### src/rtl/qpsk_demod.sv
// Hard-decision QPSK demapper: integrate-and-dump over SPS samples, one {I,Q} bit pair per symbol.
// Latency: bit pair valid one cycle after the last sample of a symbol is accepted (show-ahead FIFO).
// Backpressure: 2-entry output FIFO; o_ready drops (registered) while it is full and samples stall.
// Optional: define QPSK_DEMOD_SOFT_EN to add per-symbol average soft outputs o_soft_I/o_soft_Q.

// Small generic synchronous FIFO with show-ahead head and registered not-full flag.
module qpsk_demod_fifo #(
    parameter int W     = 2,
    parameter int DEPTH = 2
) (
    input  logic         clk,
    input  logic         rst,
    input  logic         push_vld,
    input  logic [W-1:0] push_dat,
    output logic         push_rdy,
    output logic         pop_vld,
    output logic [W-1:0] pop_dat,
    input  logic         pop_rdy
);
    localparam int PW = (DEPTH > 1) ? $clog2(DEPTH) : 1;
    localparam int CW = $clog2(DEPTH + 1);

    logic [W-1:0]  mem [DEPTH];
    logic [PW-1:0] wr_ptr, rd_ptr;
    logic [CW-1:0] count, count_d;
    logic          rdy_q;
    logic          do_push, do_pop;

    assign do_push  = push_vld && rdy_q;
    assign do_pop   = pop_rdy && (count != '0);
    assign push_rdy = rdy_q;
    assign pop_vld  = (count != '0);
    assign pop_dat  = pop_vld ? mem[rd_ptr] : '0;

    // Occupancy after this cycle's push/pop; a simultaneous push and pop leaves it unchanged.
    always_comb begin
        count_d = count;
        case ({do_push, do_pop})
            2'b10:   count_d = count + CW'(1);
            2'b01:   count_d = count - CW'(1);
            default: count_d = count;
        endcase
    end

    // Storage, pointers, and the not-full flag registered from next occupancy.
    always_ff @(posedge clk) begin
        if (rst) begin
            wr_ptr <= '0;
            rd_ptr <= '0;
            count  <= '0;
            rdy_q  <= 1'b0;
            for (int k = 0; k < DEPTH; k++) mem[k] <= '0;
        end else begin
            if (do_push) begin
                mem[wr_ptr] <= push_dat;
                wr_ptr      <= (wr_ptr == PW'(DEPTH - 1)) ? '0 : wr_ptr + PW'(1);
            end
            if (do_pop) rd_ptr <= (rd_ptr == PW'(DEPTH - 1)) ? '0 : rd_ptr + PW'(1);
            count <= count_d;
            rdy_q <= (count_d < CW'(DEPTH));
        end
    end
endmodule

module qpsk_demod #(
    parameter int DATA_W = 12,
    parameter int SPS    = 4,
    parameter int ACC_W  = DATA_W + $clog2(SPS) + 1
) (
    input  logic              clk,
    input  logic              rst,
    input  logic [DATA_W-1:0] i_I,
    input  logic [DATA_W-1:0] i_Q,
    input  logic              i_valid,
    input  logic              i_sync,
    output logic              o_ready,
    output logic              o_I,
    output logic              o_Q,
`ifdef QPSK_DEMOD_SOFT_EN
    output logic [DATA_W-1:0] o_soft_I,
    output logic [DATA_W-1:0] o_soft_Q,
`endif
    output logic              o_valid,
    input  logic              i_ready
);
    localparam int CNT_W = $clog2(SPS + 1);
    localparam int EXT_W = ACC_W - DATA_W;
    localparam logic [CNT_W-1:0] LAST = CNT_W'(SPS - 1);
`ifdef QPSK_DEMOD_SOFT_EN
    localparam int FW      = 2 + 2 * DATA_W;
    localparam int LOG_SPS = $clog2(SPS);
    localparam logic signed [ACC_W-1:0] SMAX = ACC_W'(2 ** (DATA_W - 1) - 1);
    localparam logic signed [ACC_W-1:0] SMIN = ACC_W'(-(2 ** (DATA_W - 1)));
`else
    localparam int FW = 2;
`endif

    typedef enum logic {IDLE, ACCUM} state_t;

    state_t                   state_q, state_d;
    logic signed [ACC_W-1:0]  acc_i_q, acc_q_q, acc_i_d, acc_q_d;
    logic signed [ACC_W-1:0]  sum_i, sum_q;
    logic [CNT_W-1:0]         cnt_q, cnt_d;
    logic                     accept, load, push_vld;
    logic                     fifo_rdy, fifo_vld;
    logic [FW-1:0]            push_dat, head_dat;

    assign accept = i_valid && o_ready;
    // A sync-marked sample restarts the symbol exactly like the first sample from IDLE.
    assign load   = (state_q == IDLE) || i_sync;
    assign sum_i  = (load ? '0 : acc_i_q) + {{EXT_W{i_I[DATA_W-1]}}, i_I};
    assign sum_q  = (load ? '0 : acc_q_q) + {{EXT_W{i_Q[DATA_W-1]}}, i_Q};

`ifdef QPSK_DEMOD_SOFT_EN
    // Per-symbol average (floor) clamped to the sample range.
    function automatic logic [DATA_W-1:0] soft_avg(input logic signed [ACC_W-1:0] a);
        logic signed [ACC_W-1:0] s;
        s = a >>> LOG_SPS;
        if (s > SMAX)      s = SMAX;
        else if (s < SMIN) s = SMIN;
        return s[DATA_W-1:0];
    endfunction
    assign push_dat = {sum_i[ACC_W-1], sum_q[ACC_W-1], soft_avg(sum_i), soft_avg(sum_q)};
`else
    assign push_dat = {sum_i[ACC_W-1], sum_q[ACC_W-1]};
`endif

    // Next-state: load/accumulate on each accepted sample, dump on the symbol's last sample.
    always_comb begin
        state_d  = state_q;
        acc_i_d  = acc_i_q;
        acc_q_d  = acc_q_q;
        cnt_d    = cnt_q;
        push_vld = 1'b0;
        if (accept) begin
            if (load ? (SPS == 1) : (cnt_q == LAST)) begin
                push_vld = 1'b1;
                acc_i_d  = '0;
                acc_q_d  = '0;
                cnt_d    = '0;
                state_d  = IDLE;
            end else begin
                acc_i_d  = sum_i;
                acc_q_d  = sum_q;
                cnt_d    = load ? CNT_W'(1) : cnt_q + CNT_W'(1);
                state_d  = ACCUM;
            end
        end
    end

    // State, accumulators and sample counter.
    always_ff @(posedge clk) begin
        if (rst) begin
            state_q <= IDLE;
            acc_i_q <= '0;
            acc_q_q <= '0;
            cnt_q   <= '0;
        end else begin
            state_q <= state_d;
            acc_i_q <= acc_i_d;
            acc_q_q <= acc_q_d;
            cnt_q   <= cnt_d;
        end
    end

    qpsk_demod_fifo #(.W(FW), .DEPTH(2)) u_fifo (
        .clk      (clk),
        .rst      (rst),
        .push_vld (push_vld),
        .push_dat (push_dat),
        .push_rdy (fifo_rdy),
        .pop_vld  (fifo_vld),
        .pop_dat  (head_dat),
        .pop_rdy  (i_ready)
    );

    // Outputs are forced quiet while reset is held, even before the first reset edge.
    assign o_ready = fifo_rdy && !rst;
    assign o_valid = fifo_vld && !rst;
    assign o_I     = rst ? 1'b0 : head_dat[FW-1];
    assign o_Q     = rst ? 1'b0 : head_dat[FW-2];
`ifdef QPSK_DEMOD_SOFT_EN
    assign o_soft_I = rst ? '0 : head_dat[2*DATA_W-1:DATA_W];
    assign o_soft_Q = rst ? '0 : head_dat[DATA_W-1:0];
`endif
endmodule
### config.mk
export PLATFORM = sky130hd
export DESIGN_NAME = qpsk_demod
export DESIGN_NICKNAME = d
export VERILOG_FILES = /design/src/rtl/qpsk_demod.sv
export SDC_FILE = /design/constraint.sdc
export NUM_CORES = 1
export LEC_CHECK = 0
export CAP_MARGIN = 15
export CORE_ASPECT_RATIO = 1.2
export CORE_UTILIZATION = 30
export DETAILED_ROUTE_END_ITERATION = 6
export PLACE_DENSITY = 0.45
export SLEW_MARGIN = 0
export SYNTH_ARGS = -nofsm -noshare
export SYNTH_HDL_FRONTEND = slang
export SYNTH_HIERARCHICAL = 1
export SYNTH_SLANG_ARGS = --single-unit
export TNS_END_PERCENT = 100
### constraint.sdc
create_clock -name clk -period 4.85 [get_ports clk]
set_input_delay 1.455 -clock clk [delete_from_list [all_inputs] [get_ports clk]]
set_output_delay 1.455 -clock clk [all_outputs]
set_load 0.1 [all_outputs]
# After elaboration in Yosys (flattened, before gate mapping)

Memories as Yosys holds them, arrays and structs flattened. A register that Yosys moved wholly into a read port is not among the register bits.
Cells that the tools add are included.

Bits in writable memories: 4
Register bits: 39
Memories kept: 1
Output and inout bits: 4
Word-level logic and storage cells: 56
Bits of input ports: 29

Memory list:

| name       | depth | width | rd ports | clocked after memory_dff | write ports | RTL line | source |
|---|---|---|---|---|---|---|---|
| u_fifo.mem | 2     | 2     | 1        | 1                        | 2           | 23       | `logic [W-1:0] mem [DEPTH];` |

$add $sub $neg: 7
$lt $le $gt $ge: 1
Mux-type cells: 26
Bitwise operators: 1
Equality and inequality tests: 3
Reductions and logical operators: 9

Operator list:

| kind                | number |
|---|---|
| $mux 15             | 4 |
| $add 15x15->15      | 2 |
| $mux 1              | 17 |
| $mux 3              | 2 |
| $logic_and 1x1->1   | 5 |
| $mux 2              | 2 |
| $pmux 2 s2          | 1 |
| $add 3x1->3 const B | 1 |
| $eq 3x2->1 const B  | 1 |
| $add 1x1->1 const B | 2 |
| $add 2x1->2 const B | 1 |
| $eq 2x1->1 const B  | 1 |
| $eq 2x2->1 const B  | 1 |
| $lt 2x2->1 const B  | 1 |
| $reduce_bool 2->1   | 1 |
| $reduce_or 2->1     | 1 |
| $sub 2x1->2 const B | 1 |
| $logic_not 1->1     | 1 |
| $logic_or 1x1->1    | 1 |
| $not 1->1           | 1 |

# Longest topological paths before layout

Depth after elaboration: 11
Depth in mapped cells: 15
Depth with buffers taken out: 13

# By module

Netlist, hierarchy kept.

Modules (own cells, without submodules):

| module          | cells each | sequential area each (um2) | area an instance (um2) | times used |
|---|---|---|---|---|
| qpsk_demod      | 349        | 680.7                      | 2798.9                 | 1 |
| qpsk_demod_fifo | 43         | 240.2                      | 450.4                  | 1 |

# Worst setup path before layout

Ideal clock, no wire load.

Path kind: input to output
Start: input port rst
End: output port o_ready
Buffers on the path: 1
Cell stages on the path: 2
Data arrival time: 2.982 ns
Required time: 3.395 ns
Slack: 0.413 ns
Cell sequence: clkbuf_1 -> nor2b_1

Word-level cells in the longest chain between the ends: 2

Ends and longest elaborated chain:

| item              | RTL line | source |
|---|---|---|
| from (decl)       | 71       | `input logic rst,` |
| $logic_not 1->1   | 178      | `assign o_ready = fifo_rdy && !rst;` |
| $logic_and 1x1->1 | 178      |  |
| to (decl)         | 76       | `output logic o_ready,` |

Every way passes these cells.

# Worst setup path in the final report

Start: input port rst
End: output port o_I

Word-level cells in the longest chain between the ends: 1

Ends and longest elaborated chain:

| item      | RTL line | source |
|---|---|---|
| $mux 1    | 180      | `assign o_I = rst ? 1'b0 : head_dat[FW-1];` |
| to (decl) | 77       | `output logic o_I,` |

Every way passes these cells.

==> flow_results.xml <==
<?xml version="1.0" encoding="UTF-8"?>
<metrics>
  <group name="power">
    <metric name="switching_share" unit="%">25.2</metric>
    <metric name="p_clk_share" unit="%">44.3</metric>
    <metric name="total_leakage_power" unit="uW">0.00156</metric>
    <metric name="power_density" unit="nW/um^2">232</metric>
    <metric name="switching_power" unit="uW">230</metric>
    <metric name="share_seq_of_total_power" unit="%">42.3</metric>
    <metric name="ir_drop" unit="mV">0.114</metric>
    <metric name="share_comb_of_total_power" unit="%">13.4</metric>
    <metric name="cell_internal_pwr" unit="uW">681</metric>
  </group>
  <group name="worst_setup_path">
    <metric name="cp_data_required_time" unit="ns">3.39</metric>
    <metric name="critPathKind" unit="">input pin to output port</metric>
    <metric name="worst_ep_arrival_time" unit="ns">2.69</metric>
    <metric name="end_kind" unit="">output port</metric>
    <metric name="critical_path.startpoint_type" unit="">input pin</metric>
    <metric name="critical_path_peak_fanout" unit="">13</metric>
  </group>
  <group name="drt">
    <metric name="vias" unit="">2779</metric>
    <metric name="detail_route.iter0.violations" unit="">72</metric>
    <metric name="detail_route.wl_per_cell" unit="um">14.1</metric>
    <metric name="number_of_search_and_repair_iterations_in_the_first_detailed_routing_pass" unit="">4</metric>
    <metric name="routed_wl" unit="um">7800</metric>
    <metric name="drt.antenna.violating_nets" unit="">0</metric>
    <metric name="average_vias_per_placed_instance" unit="">5.02</metric>
    <metric name="drc_markers" unit="">0</metric>
  </group>
  <group name="global_routing">
    <metric name="number_of_global_route_vias_before_repair" unit="">2740</metric>
    <metric name="grt.overflow.total" unit="">0</metric>
    <metric name="initial_antenna_violation_count" unit="">0</metric>
    <metric name="overall_track_demand_over_capacity_in_global_routing" unit="%">14.6</metric>
    <metric name="grt_start_max_net_pins" unit="">24</metric>
    <metric name="grt_first_pass_wirelength" unit="um">13100</metric>
  </group>
  <group name="job">
    <metric name="maxcap_viol_count" unit="">0</metric>
  </group>
  <group name="timing">
    <metric name="setup_repair_after_global_routing_missed_its_margin" unit="">false</metric>
    <metric name="finalSetupViolCount" unit="">0</metric>
    <metric name="maxClockFrequency" unit="MHz">241</metric>
    <metric name="timing_worst_slew_pin_value" unit="ns">0.760</metric>
    <metric name="min_period_over_period" unit="%">85.5</metric>
    <metric name="finalHoldViolations" unit="">0</metric>
    <metric name="timing.final.max_slew_violations" unit="">0</metric>
    <metric name="setup_slack" unit="ns">0.703</metric>
    <metric name="worst_slew_margin_rel" unit="%">49.3</metric>
    <metric name="finalClockSkew" unit="ns">0.00406</metric>
    <metric name="min_cycle_time_layout" unit="ns">4.15</metric>
    <metric name="totalNegativeSetupSlack" unit="ns">0</metric>
  </group>
  <group name="cts">
    <metric name="number_of_buffers_created_by_cts" unit="">5</metric>
    <metric name="post_cts_resized" unit="">0</metric>
    <metric name="cts_tree" unit="">yes</metric>
    <metric name="cts_hold_repair.buffers" unit="">0</metric>
    <metric name="clk_root_buffer_cell" unit="">clkbuf_16</metric>
    <metric name="cts_htree_levels" unit="">2</metric>
    <metric name="clk_transition_reported_paths" unit="ns">0.07</metric>
    <metric name="numClockSinks" unit="">44</metric>
    <metric name="cts_setup_buffers" unit="">0</metric>
    <metric name="clock_insertion_delay_worst_skew" unit="ns">0.29</metric>
    <metric name="clock_tree.buffer_depth" unit="">2</metric>
  </group>
  <group name="placed_design">
    <metric name="post_dp_cell_area" unit="sq um">3760</metric>
    <metric name="worst_setup_slack_post_dpl" unit="ns">0.487</metric>
    <metric name="place.port_buffers" unit="">32</metric>
    <metric name="hpwlAfterDp" unit="um">5900</metric>
    <metric name="gp_routability_congestion" unit="">0.767</metric>
  </group>
  <group name="layout">
    <metric name="count_of_filler_cells_inserted_in_the_layout" unit="">1107</metric>
    <metric name="finalInstanceArea" unit="sq um">3930</metric>
    <metric name="antenna-diode-count" unit="">0</metric>
    <metric name="finish.net_count" unit="">486</metric>
    <metric name="fraction_of_layout_instances_using_a_drive_strength_above_1" unit="%">10.4</metric>
    <metric name="area_growth_synth_to_finish" unit="%">20.9</metric>
  </group>
  <group name="logic_synthesis">
    <metric name="ys_seq_area_share" unit="%">28.3</metric>
    <metric name="netlist_instances" unit="">392</metric>
    <metric name="synth_top_cell_area_share" unit="%">24.6</metric>
    <metric name="synthesis.nets" unit="">454</metric>
    <metric name="synth_seq_cells" unit="">44</metric>
    <metric name="synth.area.top_cells" unit="">dfxtp_1, ha_1, and2_1</metric>
    <metric name="synth.yosys.warnings" unit="">6</metric>
    <metric name="postSynthAreaPerCell" unit="sq um">8.29</metric>
    <metric name="cell_variety_after_synth" unit="">56</metric>
    <metric name="netlist_area" unit="sq um">3250</metric>
    <metric name="yosys.area.top_type" unit="">dfxtp_1</metric>
  </group>
  <group name="floorplan">
    <metric name="initial_cell_density_of_the_core" unit="%">30.9</metric>
    <metric name="floorplan.die.width" unit="um">97.0</metric>
    <metric name="die_area" unit="sq um">11300</metric>
    <metric name="floorplan.die.height" unit="um">116</metric>
    <metric name="core.rowCount" unit="">41</metric>
    <metric name="fp.coreArea" unit="sq um">10500</metric>
    <metric name="design.portCount" unit="">33</metric>
  </group>
  <group name="min_path">
    <metric name="class_of_the_worst_hold_path" unit="">register to register</metric>
  </group>
  <group name="status">
    <metric name="outcome" unit="">complete, no violations</metric>
  </group>
</metrics>
==> path summary, 6_finish.rpt <==
check / start / endpoint / slack [ns] / depth (start not counted)
min reg2reg: acc_q_q[13]$_SDFFE_PP0P_ / acc_q_q[13]$_SDFFE_PP0P_ / 0.44 / 2
max reg2reg: state_q$_SDFFE_PP0P_ / u_fifo/mem[0][1]$_SDFFCE_PN0P_ / 2.07 / 13
min: acc_q_q[13]$_SDFFE_PP0P_ / acc_q_q[13]$_SDFFE_PP0P_ / 0.44 / 2
max: rst / o_I / 0.70 / 3
==> worst max-delay path, stage by stage <==
cell             delay (ns)
clkdlybuf4s50_1        0.68
nor2b_1                0.34
buf_12                 0.21
==> metal layers <==
metal  track usage, %  vias up  routed length, um
met1             17.6     1299               3630
li1                 -     1441                  -
met2             26.2       33               3850
met3             3.14        6                227
met5                0        -                  0
met4             4.48        0                 97
==> stage by stage <==
step                      std cells  utilization, %  hold WS, ns  power (uW)
final                           554            37.3        0.443         911
after global routing            554            37.3        0.462         955
after CTS                       554            37.3        0.446         928
after detailed placement        546            35.7        0.436         517
after global placement          546            35.7        0.428         517
after floorplan                 392               -        0.421         467
==> layout make-up <==
class,instances,area (sq um),area share [%]
clock inverters,3,46.3,1.18
flip-flops and latches,44,921,23.4
well taps,129,161,4.11
clock buffers,5,125,3.19
inverters,12,45.0,1.15
repair buffers,41,428,10.9
multi-input cells,320,2200,56.0
==> registers in the layout, indices dropped and copies added, names as in the netlist, named ones only <==
register,count
acc_i_q,15
acc_q_q,15
cnt_q,3
state_q,1
u_fifo/count,1
u_fifo/mem,4
u_fifo/push_rdy,1
u_fifo/rd_ptr,1
u_fifo/wr_ptr,1
==> power by group through the flow <==
stage               clock network (uW)  logic (uW)  registers [uW]
global route                       434         135             387
floorplan                            0        75.3             392
detailed placement                   0         123             394
CTS                                418         124             386
global placement                     0         123             394
finish                             404         122             386
==> cells by family (layout without fill, tap and decap cells) <==
kind of cell	after synthesis	in the layout	share of synthesized area, %
adder cells (fa/ha/maj)	33	33	13.2
AND/OR/NAND/NOR	151	151	23.1
multiplexers	8	8	2.46
buffers and inverters	28	61	4.00
AO/OA/AOI/OAI	104	104	22.5
XOR/XNOR	24	24	6.47
flip-flops	44	44	28.3
==> placed cells by master, fill, tap and decap left out, types with 4 or more instances in the layout <==
cell	Yosys	final
dfxtp_1	40	40
o21bai_1	4	4
mux2i_1	8	8
edfxtp_1	4	4
buf_12	0	4
xnor2_1	13	13
a21oi_1	26	26
nand3_1	8	8
o21ai_0	5	5
nor2_1	44	44
nand2_1	31	31
clkdlybuf4s50_1	0	28
inv_1	12	12
o21ai_1	20	20
xor2_1	11	11
and2_1	30	30
clkbuf_16	0	5
buf_4	3	9
nand2b_1	7	7
nor3_1	10	10
ha_1	31	31
a21oi_2	4	4
nor2b_1	7	6
a22oi_1	6	6
a21o_1	5	5
o21a_1	4	4
a211oi_1	5	5
==> Yosys cell counts, drive strengths merged <==
cell type  instances
a2111oi            1
a211oi             7
a21bo              1
a21boi             1
a21o               5
a21oi             31
a22oi              6
a31o               2
a31oi              2
a32oi              3
and2              30
and3               3
buf                9
clkbuf             7
dfxtp             40
edfxtp             4
fa                 2
ha                31
inv               12
mux2i              8
nand2             31
nand2b             7
nand3              8
nand3b             2
nand4              4
nor2              45
nor2b              7
nor3              11
nor3b              1
o211ai             3
o21a               4
o21ai             26
o21bai             5
o221ai             1
o311ai             1
o31ai              4
o41ai              1
or2                1
or3                1
xnor2             13
xor2              11
Note: power is estimated with default switching activity, not from simulation.
